===== config.mk =====
export PLATFORM = sky130hd
export DESIGN_NAME = imem_loader
export DESIGN_NICKNAME = d
export VERILOG_FILES = /design/src/rtl/imem_loader.sv
export SDC_FILE = /design/constraint.sdc
export NUM_CORES = 1
export LEC_CHECK = 0
export BUFFER_PORTS_ARGS = -buffer_cell sky130_fd_sc_hd__buf_2
export CORE_UTILIZATION = 59
export CTS_CLUSTER_DIAMETER = 40
export DETAILED_ROUTE_END_ITERATION = 6
export PLACE_DENSITY_LB_ADDON = 0.05
export SETUP_SLACK_MARGIN = 0.15
export SLEW_MARGIN = 0
export SYNTH_ARGS = -nofsm -noshare
export SYNTH_HDL_FRONTEND = slang
export SYNTH_SLANG_ARGS = --single-unit

===== constraint.sdc =====
create_clock -name clk -period 3.9 [get_ports clk]
set_input_delay 0.78 -clock clk [delete_from_list [all_inputs] [get_ports clk]]
set_output_delay 0.78 -clock clk [all_outputs]
set_load 0.05 [all_outputs]

===== src/rtl/imem_loader.sv =====
// Byte-stream instruction memory loader: takes a little-endian word count followed by
// little-endian instruction words and writes them sequentially from address 0.
module imem_loader #(
  parameter int DEPTH = 1024
) (
  input  logic        clk,
  input  logic        rst_n,
  input  logic        start,
  input  logic        abort,
  input  logic        in_valid,
  input  logic [7:0]  in_data,
  output logic        in_ready,
  output logic        wr_en,
  output logic [31:0] wr_addr,
  output logic [31:0] wr_data,
  output logic        cpu_hold,
  output logic        done,
  output logic        error
);

  typedef enum logic [1:0] {IDLE, LEN, DATA, FINISH} state_t;

  localparam logic [31:0] DEPTH_W = 32'(DEPTH);

  state_t      state, state_d;
  logic [1:0]  byte_idx;
  logic [23:0] sh;        // previous bytes of the current word, newest at the top
  logic [31:0] len;
  logic [31:0] word_idx;
  logic        take;
  logic        last_byte;
  logic [31:0] full;

  assign in_ready  = (state == LEN) || (state == DATA);
  assign cpu_hold  = (state != IDLE);
  assign done      = (state == FINISH);
  // abort beats a byte arriving in the same cycle
  assign take      = in_valid && in_ready && !abort;
  assign last_byte = take && (byte_idx == 2'd3);
  assign full      = {in_data, sh};

  always_ff @(posedge clk or negedge rst_n) begin
    if (!rst_n) state <= IDLE;
    else        state <= state_d;
  end

  always_comb begin
    state_d = state;
    case (state)
      IDLE:   if (start) state_d = LEN;
      LEN: begin
        if (abort) state_d = IDLE;
        else if (last_byte) begin
          if (full == 32'd0)         state_d = FINISH;
          else if (full > DEPTH_W)   state_d = IDLE;
          else                       state_d = DATA;
        end
      end
      DATA: begin
        if (abort) state_d = IDLE;
        else if (last_byte && (word_idx == len - 32'd1)) state_d = FINISH;
      end
      FINISH: state_d = IDLE;
      default: state_d = IDLE;
    endcase
  end

  always_ff @(posedge clk or negedge rst_n) begin
    if (!rst_n) begin
      byte_idx <= '0;
      sh       <= '0;
      len      <= '0;
      word_idx <= '0;
      wr_en    <= 1'b0;
      wr_addr  <= '0;
      wr_data  <= '0;
      error    <= 1'b0;
    end else begin
      wr_en <= 1'b0;
      case (state)
        IDLE: begin
          if (start) begin
            error    <= 1'b0;
            byte_idx <= '0;
            word_idx <= '0;
            len      <= '0;
            sh       <= '0;
          end
        end
        LEN, DATA: begin
          if (abort) begin
            error    <= 1'b1;
            byte_idx <= '0;
          end else if (take) begin
            byte_idx <= byte_idx + 2'd1;
            sh       <= {in_data, sh[23:8]};
            if (byte_idx == 2'd3) begin
              if (state == LEN) begin
                len <= full;
                if (full > DEPTH_W) error <= 1'b1;
              end else begin
                wr_en    <= 1'b1;
                wr_addr  <= {word_idx[29:0], 2'b00};
                wr_data  <= full;
                word_idx <= word_idx + 32'd1;
              end
            end
          end
        end
        default: ;
      endcase
    end
  end

endmodule


# Yosys cells after proc, flatten, opt, wreduce, memory -nomap -nowiden
# Cells that the tools add are included.
# totals
word_cells,89
regBits,156
out_inout_bits,69
in_bits,13
# classes
n_eq_ne,17
add_sub_neg,3
mux,39
n_bitwise,2
n_reduce_logical,18
magnitude_cmp,1
# op_table
cell,count
two-way mux 32 bit,9
one-hot mux 32 bit (2 select lines),2
two-way mux 24 bit,3
one-hot mux 24 bit (2 select lines),1
adder 32 x 1 -> 32 bit (second input constant),1
equality test 32 bit,1
greater-than comparator 32 x 11 -> 1 bit (second input constant),1
logical NOT 32 bit,1
subtractor 32 x 1 -> 32 bit (second input constant),1
two-way mux 2 bit,10
AND reduction 6 bit,3
!= test 3 bit (second input constant),5
!= test 2 bit (second input constant),6
two-way mux 1 bit,11
one-hot mux 2 bit (4 select lines),1
equality test 2 bit (second input constant),3
AND reduction 3 bit,2
AND reduction 5 bit,1
logical AND 1 bit,4
one-hot mux 2 bit (2 select lines),1
AND reduction 4 bit,1
nonzero test 2 bit,2
!= test 3 x 2 -> 1 bit (second input constant),1
adder 2 x 1 -> 2 bit (second input constant),1
7 further kinds,8

# Logic depth before layout (Yosys ltp)
# Gate-level depths: netlist (run 1).
# depth
word_depth,9
mapped_depth,11
ltp_nobuf,10

# Least setup slack after synthesis (run 1)
# OpenSTA, ideal clock, no wires.
# synth_path
path_kind,reg-to-reg
startpoint,register state[0]
endpoint,register word_idx[26]
slack_ps,518
stages_incl_launch_ff,11
synth_period_minus_slack_ps,3382
t_required_ps,3768
setup_ps,132
arrival_ps,3250
n_path_buf,0
path_cell_list,dfrtp_1 > inv_1 > ha_1 > nand3b_1 > a2111oi_1 > nand4_1 > or2_0 > nor2_1 > nand4_1 > xor2_1 > nor2_1
# synth_between
elab_chain_len,6
elab_cells_between_ends,15
cone_classes,eq/ne (7); mux (1); reduce/logical (7)
# synth_rtl
item,line,text
from (decl),25,"state_t state, state_d;"
from (signal assigned),44,else state <= state_d;
equality test 2 x 1 -> 1 bit / equality test 2 bit (equally long branches),34,assign in_ready = (state == LEN) || (state == DATA);
logical OR 1 bit *,34,
via in_ready,12,"output logic in_ready,"
logical AND 1 bit * (2 in a row),38,assign take = in_valid && in_ready && !abort;
!= test 2 bit (no source line) *,-,
AND reduction 6 bit (no source line) *,-,
to (signal assigned),105,word_idx <= word_idx + 32'd1;
to (decl),29,logic [31:0] word_idx;
# The timed path passes the listed nets; every way through them passes the cells marked *.
# A chain may end at the register's enable or synchronous reset.

# Final worst setup path (run 1)
# layout_path
startpoint,register state[0]
endpoint,register state[1]
# layout_between
elab_chain_len,8
elab_cells_between_ends,14
cone_classes,eq/ne (6); mux (1); reduce/logical (7)
# layout_rtl
item,line,text
equality test 2 x 1 -> 1 bit / equality test 2 bit (equally long branches),"34, 49",
logical OR 1 bit,34,
logical AND 1 bit (2 in a row),38,
logical AND 1 bit,39,assign last_byte = take && (byte_idx == 2'd3);
logical AND 1 bit,61,else if (last_byte && (word_idx == len - 32'd1)) state_d = FINISH;
!= test 3 x 2 -> 1 bit (no source line),-,
AND reduction 3 bit (no source line),-,
# Several ways; a longest one is shown, not always the timed one.

==> summary.md, run 1 <==
| Metric | Value |
|---|---|
| Status | `finished, final reports clean` |
| FILL cells | `~980` |
| Gr ovfl total | `0` |
| Fmax | `~280 MHz` |
| Met1 global-route usage | `0.380` |
| Global routing's busiest layer | `met2` |
| Die Span X | `116 um` |
| Slew @ Worst Pin | `slightly above 0.8 ns` |
| Fin crit share | `0.912` |
| Number of diodes | `0` |
| Final hold vios | `0` |
| Peak supply drop | `approximately 0.46 mV` |
| Via/cell ratio | `5.78` |
| CTS tree | `done` |
| GP Congestion | `just under 0.9` |
| CP Capture Type | `flip-flop` |
| Nets | `between 800 and 900` |
| Synth Flop Type | `dfrtp_1` |
| H-tree depth | `4` |
| Instance count of the mapped netlist | `about 770` |
| DRT iter0 DRCs | `approximately 360` |
| PwrDens | `about 760 nW/um^2` |
| Gr usage total | `0.272` |
| Setup CP Type | `reg2reg` |
| CP arrival | `about 3.9 ns` |
| Critical Path RT | `approximately 4.2 ns` |
| List of most frequent post-synthesis cells | `dfrtp_1, nand2_1, o21ai_0, mux2_2, nor2_1` |
| Yosys cell types | `60` |
| Critical Path, Cell by Cell | `inv_1 > ha_1 > nand4_1 > a2111oi_0 > nand4_1 > or4_1 > or4_1 > o31ai_4 > mux2_1` |
| First-pass GRT wire length | `between 20,000 and 30,000 um` |
| Final WL | `17,300 um` |
| Syn Area/Cell | `~10 um^2` |
| Antenna Nets Post-Route | `0` |
| Seq/Total Area, Yosys | `0.508` |
| Synth top area cells | `dfrtp_1, mux2_2, nand2_1, o21ai_0, xor2_1` |
| Die ar. | `around 13,000 um^2` |
| Layout cells sized above 1 | `0.231` |
| Clk slew on worst S/H paths | `~0.060 ns` |
| Clock Tree Buf Depth | `2` |
| Post-Syn Area | `just under 8000 um^2` |
| Max Cap Viol | `0` |
| Max stage delay on crit path | `around 0.55 ns` |
| Multi-input logic area | `between 3000 and 4000 um^2` |
| Flip-flop and latch count after synthesis | `about 160` |
| HPWL after DPL | `12,400 um` |
| Total clock sinks | `156` |
| Worst slew margin | `0.459` |
| Overall power | `about 6.7 mW` |
| Core area | `12,700 um^2` |
| Cts hold-fix bufs | `0` |
| Hold crit path type | `in2async` |
| Layout area overhead | `14.9%` |
| Max FO, Critical Path | `11` |
| CTS Buf Count | `17` |
| Startpoint types | `flip-flop` |
| I/O pins | `a little over 80` |
| Mean routed wirelength per cell | `17.0 um` |
| I/O Buffers | `between 70 and 80` |
| FF/Latch Area | `~3900 um^2` |
| Final min period | `around 3.6 ns` |
| FFs w/ async S/R, synth | `1.00` |
| Setup TNS | `0 ns` |
| M3 GR Usage | `0.0477` |
| Leakage | `4.30 nW` |
| Synth warn | `0` |
| EDFF count, synth | `0` |
| Pins Over Slew Limit | `0` |
| Synth top area share | `0.508` |
| Die Ht | `116 um` |
| Largest net degree at the start of global routing | `69` |
| Initial antenna violation count | `0` |
| Cell with the most instances after synthesis | `dfrtp_1` |
| Synth area leader | `dfrtp_1` |
| Final Setup Violations | `0` |
| Via count | `~5.9k` |
| Clock Latency Late Sink | `0.43 ns` |
| Row cnt | `between 40 and 50` |
| # DRC | `0` |
| Grt met2 use | `0.428` |
| CTS Root Cell | `clkbuf_16` |
| Vias in the first global route | `5,595` |
| Post-Route Skew | `0.00795 ns` |
| CP max-delay cell | `or4_1` |
| Final hold slack | `0.331 ns` |
| Starting Density | `0.606` |
| Drt pass-1 iters | `5` |
| RSZ-0062 raised after global routing | `true` |
-- routing by layer --
layer / share of wire / wire length [um] / vias up
met5: 0 / 0 / -
met4: 0.018 / 318 / 0
met3: 0.053 / 917 / 27
met2: 0.46 / 8030 / 193
met1: 0.47 / 8060 / 2831
li1: - / - / 2817
-- critical path, delay by kind of cell (launching register included) --
family          cells  cell delay (ns)
compound gates      2             0.65
fa+ha+maj           1             0.49
buf+inv             1             0.09
flops               1             0.41
mux                 1             0.35
simple gates        4             1.45
-- layout by cell type, fill, tap and decap left out, types with 3 or more instances in the layout --
cell,Yosys,layout
a21o_1,5,5
a21oi_1,11,11
a22o_1,7,7
a31oi_1,4,4
and3_1,9,9
buf_2,1,78
buf_4,2,13
clkbuf_16,0,17
clkinv_2,0,3
dfrtp_1,156,156
ha_1,7,7
inv_1,17,17
inv_6,0,5
mux2_2,62,62
mux2i_1,6,6
nand2_1,117,117
nand2b_1,9,9
nand3_1,18,18
nand3b_1,4,4
nand4_1,18,18
nor2_1,43,42
nor2b_1,3,3
nor3_1,18,18
nor4_1,15,15
o21ai_0,76,76
or3_1,10,10
or4_1,5,5
xnor2_1,25,25
xor2_1,32,32
-- cells by family (layout without fill, tap and decap cells) --
| group | after synthesis | count (layout) | share of synthesized area |
|---|---|---|---|
| AND/OR/NAND/NOR | 283 | 283 | 0.179 |
| flip-flops | 156 | 156 | 0.508 |
| AO/OA/AOI/OAI | 128 | 128 | 0.101 |
| multiplexers | 69 | 69 | 0.100 |
| buffers and inverters | 64 | 142 | 0.0353 |
| XOR/XNOR | 57 | 57 | 0.0650 |
| adder cells (fa/ha/maj) | 7 | 7 | 0.0114 |
| other | 1 | 2 | 0.000488 |
-- state kept, by name, indices dropped and copies added (netlist names) --
signal,count
word_idx,32
wr_data,32
sh,24
error,1
state,2
wr_en,1
len,32
byte_idx,2
wr_addr,30
-- cell type report --
type / count / share of cell area
Clock buffer: 18 / 0.0498
Clock inverter: 14 / 0.0179
Inverter: 17 / 0.00723
Multi-Input combinational cell: 546 / 0.400
Sequential cell: 156 / 0.442
Tap cell: 172 / 0.0244
Timing Repair Buffer: 93 / 0.0588
-- path summary, 6_finish.rpt --
path                          start     endpoint  slack (ns)  cells after the start
max                        state[0]     state[1]        0.34                      9
min                           rst_n  word_idx[5]        0.33                      1
max reg2reg                state[0]     state[1]        0.34                      9
min reg2reg                   error        error        0.49                      1
max in group asynchronous     rst_n  wr_data[20]        2.71                      2
min in group clk              error        error        0.49                      1
-- what timing repair did --
| action | 4_1_cts | 5_1_grt |
|---|---|---|
| endpoints found under the setup margin | 0 | 3 |
| setup buffers | 0 | 0 |
| gates resized for setup | 0 | 2 |
-- where the power goes --
part / internal [mW] / total, mW / switching, mW
Clock: 0.975 / 1.67 / 0.698
Combinational: 1.06 / 2.71 / 1.65
Sequential: 1.89 / 2.29 / 0.403
-- through the flow --
stage / cell area (um^2) / utilization / cells / setup slack, ns
2_1_floorplan: 7690 / - / 766 / 0.518
3_3_place_gp: 8220 / 0.649 / 984 / 0.346
3_5_place_dp: 8220 / 0.649 / 984 / 0.323
4_1_cts: 8820 / 0.696 / 1016 / 0.301
5_1_grt: 8830 / 0.697 / 1016 / 0.134
6_report: 8830 / 0.697 / 1016 / 0.343
Power figures use the tool's default switching activity.
==> run 2: changes to the inputs <==
--- a/config.mk
+++ b/config.mk
@@ -6,8 +6,9 @@
 export NUM_CORES = 1
 export LEC_CHECK = 0
 export BUFFER_PORTS_ARGS = -buffer_cell sky130_fd_sc_hd__buf_2
+export CORE_ASPECT_RATIO = 1.4
 export CORE_UTILIZATION = 59
-export CTS_CLUSTER_DIAMETER = 40
+export CTS_CLUSTER_DIAMETER = 50
 export DETAILED_ROUTE_END_ITERATION = 6
 export PLACE_DENSITY_LB_ADDON = 0.05
 export SETUP_SLACK_MARGIN = 0.15
==> run 2 against run 1 <==
The flow now finishes with violations (DRC). Non-clock buffer count rose by 2. Clock skew grew 0.0020 ns. Critical path depth is 1 lower. Register-to-register slack worse by 0.09 ns. Clock power fell by 5%. Largest cell class unchanged. Highest routed layer unchanged.
==> summary.md, run 2 (synthesized netlist as in run 1, its figures left out) <==
| Metric | Value |
|---|---|
| Startpoint types | `flip-flop` |
| Failing checks | `DRC` |
| Layout cells sized above 1 | `0.235 (+0.00418)` |
| Mean routed wirelength per cell | `17.4 um (+1.8%)` |
| CTS Root Cell | `clkbuf_16` |
| Clock Latency Late Sink | `0.43 ns (about the same)` |
| Setup CP Type | `reg2reg` |
| Reg2Reg Depth | `8 (-1)` |
| Gr ovfl total | `0 (unchanged)` |
| Critical Path RT | `4.20 ns (about the same)` |
| DRT iter0 DRCs | `288 (-20%)` |
| Top cell by count, worst path | `or4_1` |
| Number of diodes | `0 (unchanged)` |
| Multi-input logic area | `3530 um^2 (+0.21%)` |
| I/O pins | `82 (unchanged)` |
| Worst slew margin | `0.431 (-0.0280)` |
| CTS tree | `done` |
| # DRC | `4 (+4)` |
| Die ar. | `13,500 um^2 (about the same)` |
| FF/Latch Area | `3900 um^2 (unchanged)` |
| Gr usage total | `0.277 (+0.00519)` |
| Final hold vios | `0 (unchanged)` |
| Critical Path, Cell by Cell | `or4_4 > or3_1 > xor2_1 > o2111ai_1 > or4_1 > or4_1 > o31ai_4 > mux2_1` |
| Via/cell ratio | `5.96 (+3.1%)` |
| Max Cap Viol | `0 (unchanged)` |
| Largest net degree at the start of global routing | `96 (+39%)` |
| Max stage delay on crit path | `0.61 ns (+0.06 ns)` |
| PwrDens | `749 nW/um^2 (-1.0%)` |
| RSZ-0062 raised after global routing | `false` |
| Initial antenna violation count | `0 (unchanged)` |
| Row cnt | `49 (+20%)` |
| Final Setup Violations | `0 (unchanged)` |
| Leakage | `4.29 nW (-0.32%)` |
| Peak supply drop | `0.339 mV (-27%)` |
| Clk slew on worst S/H paths | `0.07 ns (about the same)` |
| Hold crit path type | `in2async` |
| Post-Route Skew | `0.00999 ns (+0.00203 ns)` |
| Final min period | `3.64 ns (+0.0869 ns)` |
| HPWL after DPL | `12,700 um (+2.2%)` |
| FILL cells | `1,017 (+4.0%)` |
| Worst Path Buf+Inv | `0 (-1)` |
| # Post-CTS Setup Buffers | `0 (unchanged)` |
| Die Ht | `137 um (+18%)` |
| Drt pass-1 iters | `7 (+2)` |
| Critical path's top delay family | `simple AND/OR/NAND/NOR gates` |
| Total clock sinks | `156 (unchanged)` |
| Die Span X | `98.4 um (-15%)` |
| Slew @ Worst Pin | `0.854 ns (+0.0420 ns)` |
| Top flop regs | `len x32, word_idx x32, wr_data x32` |
| Layout area overhead | `14.4%` |
| Pins Over Slew Limit | `0 (unchanged)` |
| FF-to-FF Start | `len[2]` |
| Commonest non-fill, non-tap cell in the layout | `dfrtp_1` |
| Worst reg2reg path endpoint | `state[1]` |
| Most frequent cells in the layout | `dfrtp_1, nand2_1, buf_2` |
| Status | `finished, violations left` |
| Via count | `5,951 (+1.4%)` |
| Max FO, Critical Path | `9 (-2)` |
| Antenna Nets Post-Route | `0 (unchanged)` |
| GP Congestion | `0.934 (+6.0%)` |
| Starting Density | `0.602 (-0.00387)` |
| First-pass GRT wire length | `29,000 um (+3.8%)` |
| Setup TNS | `0 ns (unchanged)` |
| H-tree depth | `4 (unchanged)` |
| Final hold slack | `0.422 ns (+0.0912 ns)` |
| FF-to-FF setup slack | `0.26 ns (-0.09 ns)` |
| CP Capture Type | `flip-flop` |
| Core area | `12,800 um^2 (+0.64%)` |
| CP arrival | `3.95 ns (+0.09 ns)` |
| Final WL | `17,300 um (about the same)` |
| CP max-delay cell | `or4_4` |
| CTS Buf Count | `17 (unchanged)` |
| Vias in the first global route | `5,820 (+4.0%)` |
| Clock Tree Buf Depth | `2 (unchanged)` |
| Nets | `853 (+0.24%)` |
| Fin crit share | `0.934 (+0.0223)` |
| I/O Buffers | `79 (unchanged)` |
| Fmax | `274 MHz (-2.4%)` |
run 2: cell types whose count changed in the layout (fill, tap and decap cells not counted), moves of 2 or more:
cell       change
clkinv_8       +2
buf_4          +3
bufinv_16      -2
clkinv_2       -2
run 2: final cells by class:
| type | count | share of cell area |
|---|---|---|
| Timing Repair Buffer | 95 | 0.0594 |
| Clock buffer | 17 | 0.0484 |
| Multi-Input combinational cell | 546 | 0.402 |
| Clock inverter | 15 | 0.0168 |
| Inverter | 17 | 0.00726 |
| Sequential cell | 156 | 0.444 |
| Tap cell | 153 | 0.0218 |
run 2: what timing repair did:
action	CTS	global route
setup endpoints to repair	0	4
endpoints found under the hold margin	0	0
hold buffers	0	0
gates resized for setup	0	3
run 2: stage by stage:
step / instance area (um^2) / utilization / std cells / setup slack, ns / total power [mW]
2_1_floorplan: 7690 / - / 766 / 0.518 / 4.26
3_3_place_gp: 8200 / 0.643 / 967 / 0.301 / 4.89
3_5_place_dp: 8200 / 0.643 / 967 / 0.246 / 4.98
4_1_cts: 8770 / 0.688 / 999 / 0.248 / 6.59
5_1_grt: 8790 / 0.689 / 999 / 0.164 / 7.02
6_report: 8790 / 0.689 / 999 / 0.256 / 6.59
run 2: how the worst max path moves through the flow:
stage,startpoint,to,slack [ns],cells past startpoint
final,len[2],state[1],0.26,8
after detailed placement,abort,state[1],0.25,9
after CTS,len[2],state[1],0.25,8
after global routing,len[2],state[1],0.16,8
after global placement,abort,state[1],0.30,9
after floorplan,state[0],word_idx[26],0.52,10
run 2: routing by layer:
layer | vias up | wire, um | track usage
li1 | 2814 | - | -
met1 | 2938 | 7410 | 0.348
met2 | 166 | 8860 | 0.481
met3 | 33 | 622 | 0.0378
met4 | 0 | 440 | 0.117
met5 | - | 0 | 0
run 2: where the power goes:
group | switching [mW] | internal [mW]
registers | 0.402 | 1.89
logic | 1.65 | 1.05
clock network | 0.744 | 0.849
total | 2.79 | 3.79
==> run 3: changes to the inputs <==
--- a/config.mk
+++ b/config.mk
@@ -6,10 +6,11 @@
 export NUM_CORES = 1
 export LEC_CHECK = 0
 export BUFFER_PORTS_ARGS = -buffer_cell sky130_fd_sc_hd__buf_2
-export CORE_ASPECT_RATIO = 1.4
+export CORE_ASPECT_RATIO = 0.7
 export CORE_UTILIZATION = 59
 export CTS_CLUSTER_DIAMETER = 50
 export DETAILED_ROUTE_END_ITERATION = 6
+export GPL_TIMING_DRIVEN = 0
 export PLACE_DENSITY_LB_ADDON = 0.05
 export SETUP_SLACK_MARGIN = 0.15
 export SLEW_MARGIN = 0
==> run 3 against run 2 <==
The run still ends with DRC left. Design area grew 2.1%. Sequential power down 2%. Total power is 3.2% higher. Clock-buffer cell count up 1. Worst hold slack got worse by 0.11 ns. Routed wire length up 6.0%. Combinational power is 5% higher. Register-to-register slack is essentially flat. Critical path type unchanged. Largest cell class unchanged. Highest routed layer unchanged.
==> summary.md, run 3 (synthesized netlist as in run 1, its figures left out) <==
| Metric | Value |
|---|---|
| # DRC | `10 (+6)` |
| CP arrival | `3.94 ns (about the same)` |
| Worst slew margin | `0.129 (-0.302)` |
| Final WL | `18,400 um (+6.0%)` |
| Fin util | `0.715 (+0.0255)` |
| Final min period | `3.64 ns (-0.00758 ns)` |
| Final Setup Violations | `0 (unchanged)` |
| Failing checks | `DRC` |
| Number of diodes | `0 (unchanged)` |
| Critical path's top delay family | `simple AND/OR/NAND/NOR gates` |
| DP Area | `8320 um^2 (+1.5%)` |
| Commonest non-fill, non-tap cell in the layout | `dfrtp_1` |
| Switch Pwr | `2.84 mW (+1.8%)` |
| Max stage delay on crit path | `0.51 ns (-0.10 ns)` |
| Gr ovfl total | `0 (unchanged)` |
| Starting Density | `0.612 (+0.00973)` |
| I/O pins | `82 (unchanged)` |
| DRT iter0 DRCs | `372 (+29%)` |
| Layout cells sized above 1 | `0.218 (-0.0177)` |
| First-pass GRT wire length | `30,700 um (+6.1%)` |
| Status | `finished, violations left` |
| FILL cells | `940 (-7.6%)` |
| Antenna Nets Post-Route | `0 (unchanged)` |
| Slew @ Worst Pin | `1.30 ns (+0.448 ns)` |
| Clock power share | `0.252 (+0.010)` |
| Design area | `8970 um^2 (+2.1%)` |
| Multi-input logic area | `3550 um^2 (+0.32%)` |
| Max Cap Viol | `0 (unchanged)` |
| Final hold slack | `0.315 ns (-0.106 ns)` |
| Drt pass-1 iters | `7 (unchanged)` |
| Pins Over Slew Limit | `0 (unchanged)` |
| CTS Root Cell | `clkbuf_16` |
| Vias in the first global route | `6,002 (+3.1%)` |
| Die ar. | `13,500 um^2 (about the same)` |
| Post-CTS Resized | `0 (unchanged)` |
| CTS Buf Count | `17 (unchanged)` |
| Die Span X | `138 um (+41%)` |
| I/O Buffers | `79 (unchanged)` |
| Critical Path, Cell by Cell | `inv_1 > ha_2 > or4b_1 > nor4_2 > xnor2_1 > a211o_1 > or4_1 > or4_1 > o31ai_4 > mux2_1` |
| GP Congestion | `0.853 (-8.6%)` |
| Setup CP Type | `reg2reg` |
| Max FO, Critical Path | `8 (-1)` |
| Layout area overhead | `16.7%` |
| RSZ-0062 raised after global routing | `false` |
| Largest net degree at the start of global routing | `101 (+5.2%)` |
| Comb power frac | `0.418 (+0.008)` |
| Gr usage total | `0.292 (+0.0152)` |
| H-tree depth | `4 (unchanged)` |
| Total clock sinks | `156 (unchanged)` |
| Fin crit share | `0.932 (-0.00194)` |
| # Post-CTS Setup Buffers | `0 (unchanged)` |
| Core area | `12,500 um^2 (-1.6%)` |
| HPWL after DPL | `13,500 um (+6.3%)` |
| Nets | `885 (+3.8%)` |
| Top cell by count, worst path | `or4_1` |
| Int Pwr | `3.95 mW (+4.2%)` |
| Mean routed wirelength per cell | `17.7 um (+1.8%)` |
| Worst Path Buf+Inv | `1 (+1)` |
| Setup TNS | `0 ns (unchanged)` |
| Peak supply drop | `0.414 mV (+22%)` |
| Sw frac | `0.418 (-0.00578)` |
| Clk slew on worst S/H paths | `0.07 ns (about the same)` |
| Clock Tree Buf Depth | `2 (unchanged)` |
| Hold crit path type | `in2async` |
| Startpoint types | `flip-flop` |
| Leakage | `4.33 nW (+0.96%)` |
| Top flop regs | `len x32, word_idx x32, wr_data x32` |
| CP max-delay cell | `or4b_1` |
| FF/Latch Area | `3900 um^2 (unchanged)` |
| Cts hold-fix bufs | `0 (unchanged)` |
| Via count | `6,116 (+2.8%)` |
| Clock Latency Late Sink | `0.42 ns (about the same)` |
| Fmax | `275 MHz (+0.21%)` |
| Sequential fraction of design power | `0.330 (-0.018)` |
| Final hold vios | `0 (unchanged)` |
| Row cnt | `34 (-31%)` |
| CP Capture Type | `flip-flop` |
| Most frequent cells in the layout | `dfrtp_1, nand2_1, buf_2` |
| CTS tree | `done` |
| Critical Path RT | `4.21 ns (about the same)` |
| PwrDens | `758 nW/um^2 (+1.1%)` |
| Via/cell ratio | `5.88 (-1.3%)` |
| Die Ht | `97.5 um (-29%)` |
| Overall power | `6.79 mW (+3.2%)` |
| Initial antenna violation count | `0 (unchanged)` |
| Post-Route Skew | `0.0115 ns (+0.00155 ns)` |
==> run 3: cell types whose count changed in the layout (fill, tap and decap cells not counted), sizes merged <==
cell,previous run,this run
buf,95,88
inv,26,23
bufinv,0,2
clkbuf,17,57
==> run 3: worst reg2reg max path: cells and delay by family, from the launching register on <==
kind                       cells  cell delay [ns]
and+or+nand+nor                4             1.63
AOI/OAI and AO/OA              2             0.59
DFF                            1             0.47
muxes                          1             0.36
adders and majority gates      1             0.25
xor gates and xnor gates       1             0.13
buffers and inverters          1             0.10
==> run 3: area by class of cell <==
type,count,area share
flip-flops and latches,156,0.435
repair buffers,80,0.0479
plain buffers,47,0.0233
well taps,162,0.0226
clock buffers,18,0.0490
clock inverters,14,0.0195
multi-input cells,546,0.395
inverters,17,0.00711
==> run 3: final timing paths <==
check / slack (ns) / depth (start not counted) / endpoint / from
max reg2reg: 0.26 / 10 / state[1] / len[0]
min reg2reg: 0.50 / 1 / wr_addr[19] / wr_addr[19]
min: 0.32 / 1 / wr_addr[8] / rst_n
max: 0.26 / 10 / state[1] / len[0]
max in group asynchronous: 2.74 / 2 / byte_idx[1] / rst_n
min in group clk: 0.50 / 1 / wr_addr[19] / wr_addr[19]
==> run 3: power by group through the flow <==
| stage | sequential (mW) | clock [mW] | combinational, mW |
|---|---|---|---|
| finish | 2.24 | 1.71 | 2.84 |
| global route | 2.28 | 1.80 | 3.14 |
| CTS | 2.23 | 1.74 | 2.77 |
| detailed placement | 2.26 | 0 | 2.75 |
| global placement | 2.24 | 0 | 2.65 |
| floorplan | 2.21 | 0 | 2.05 |
==> run 3: routing by layer <==
metal	track usage	wire length, um	part of all wire	up-vias
met5	0	0	0	-
met3	0.0444	973	0.053	21
met4	0.0812	246	0.013	0
met1	0.443	9110	0.50	3019
met2	0.436	8040	0.44	191
li1	-	-	-	2885
==> run 3: per-stage QoR <==
step / cells / setup slack, ns
CTS: 1040 / 0.165
global route: 1040 / 0.157
finish: 1040 / 0.263
global placement: 1007 / -0.311
detailed placement: 1008 / 0.169
floorplan: 766 / 0.518
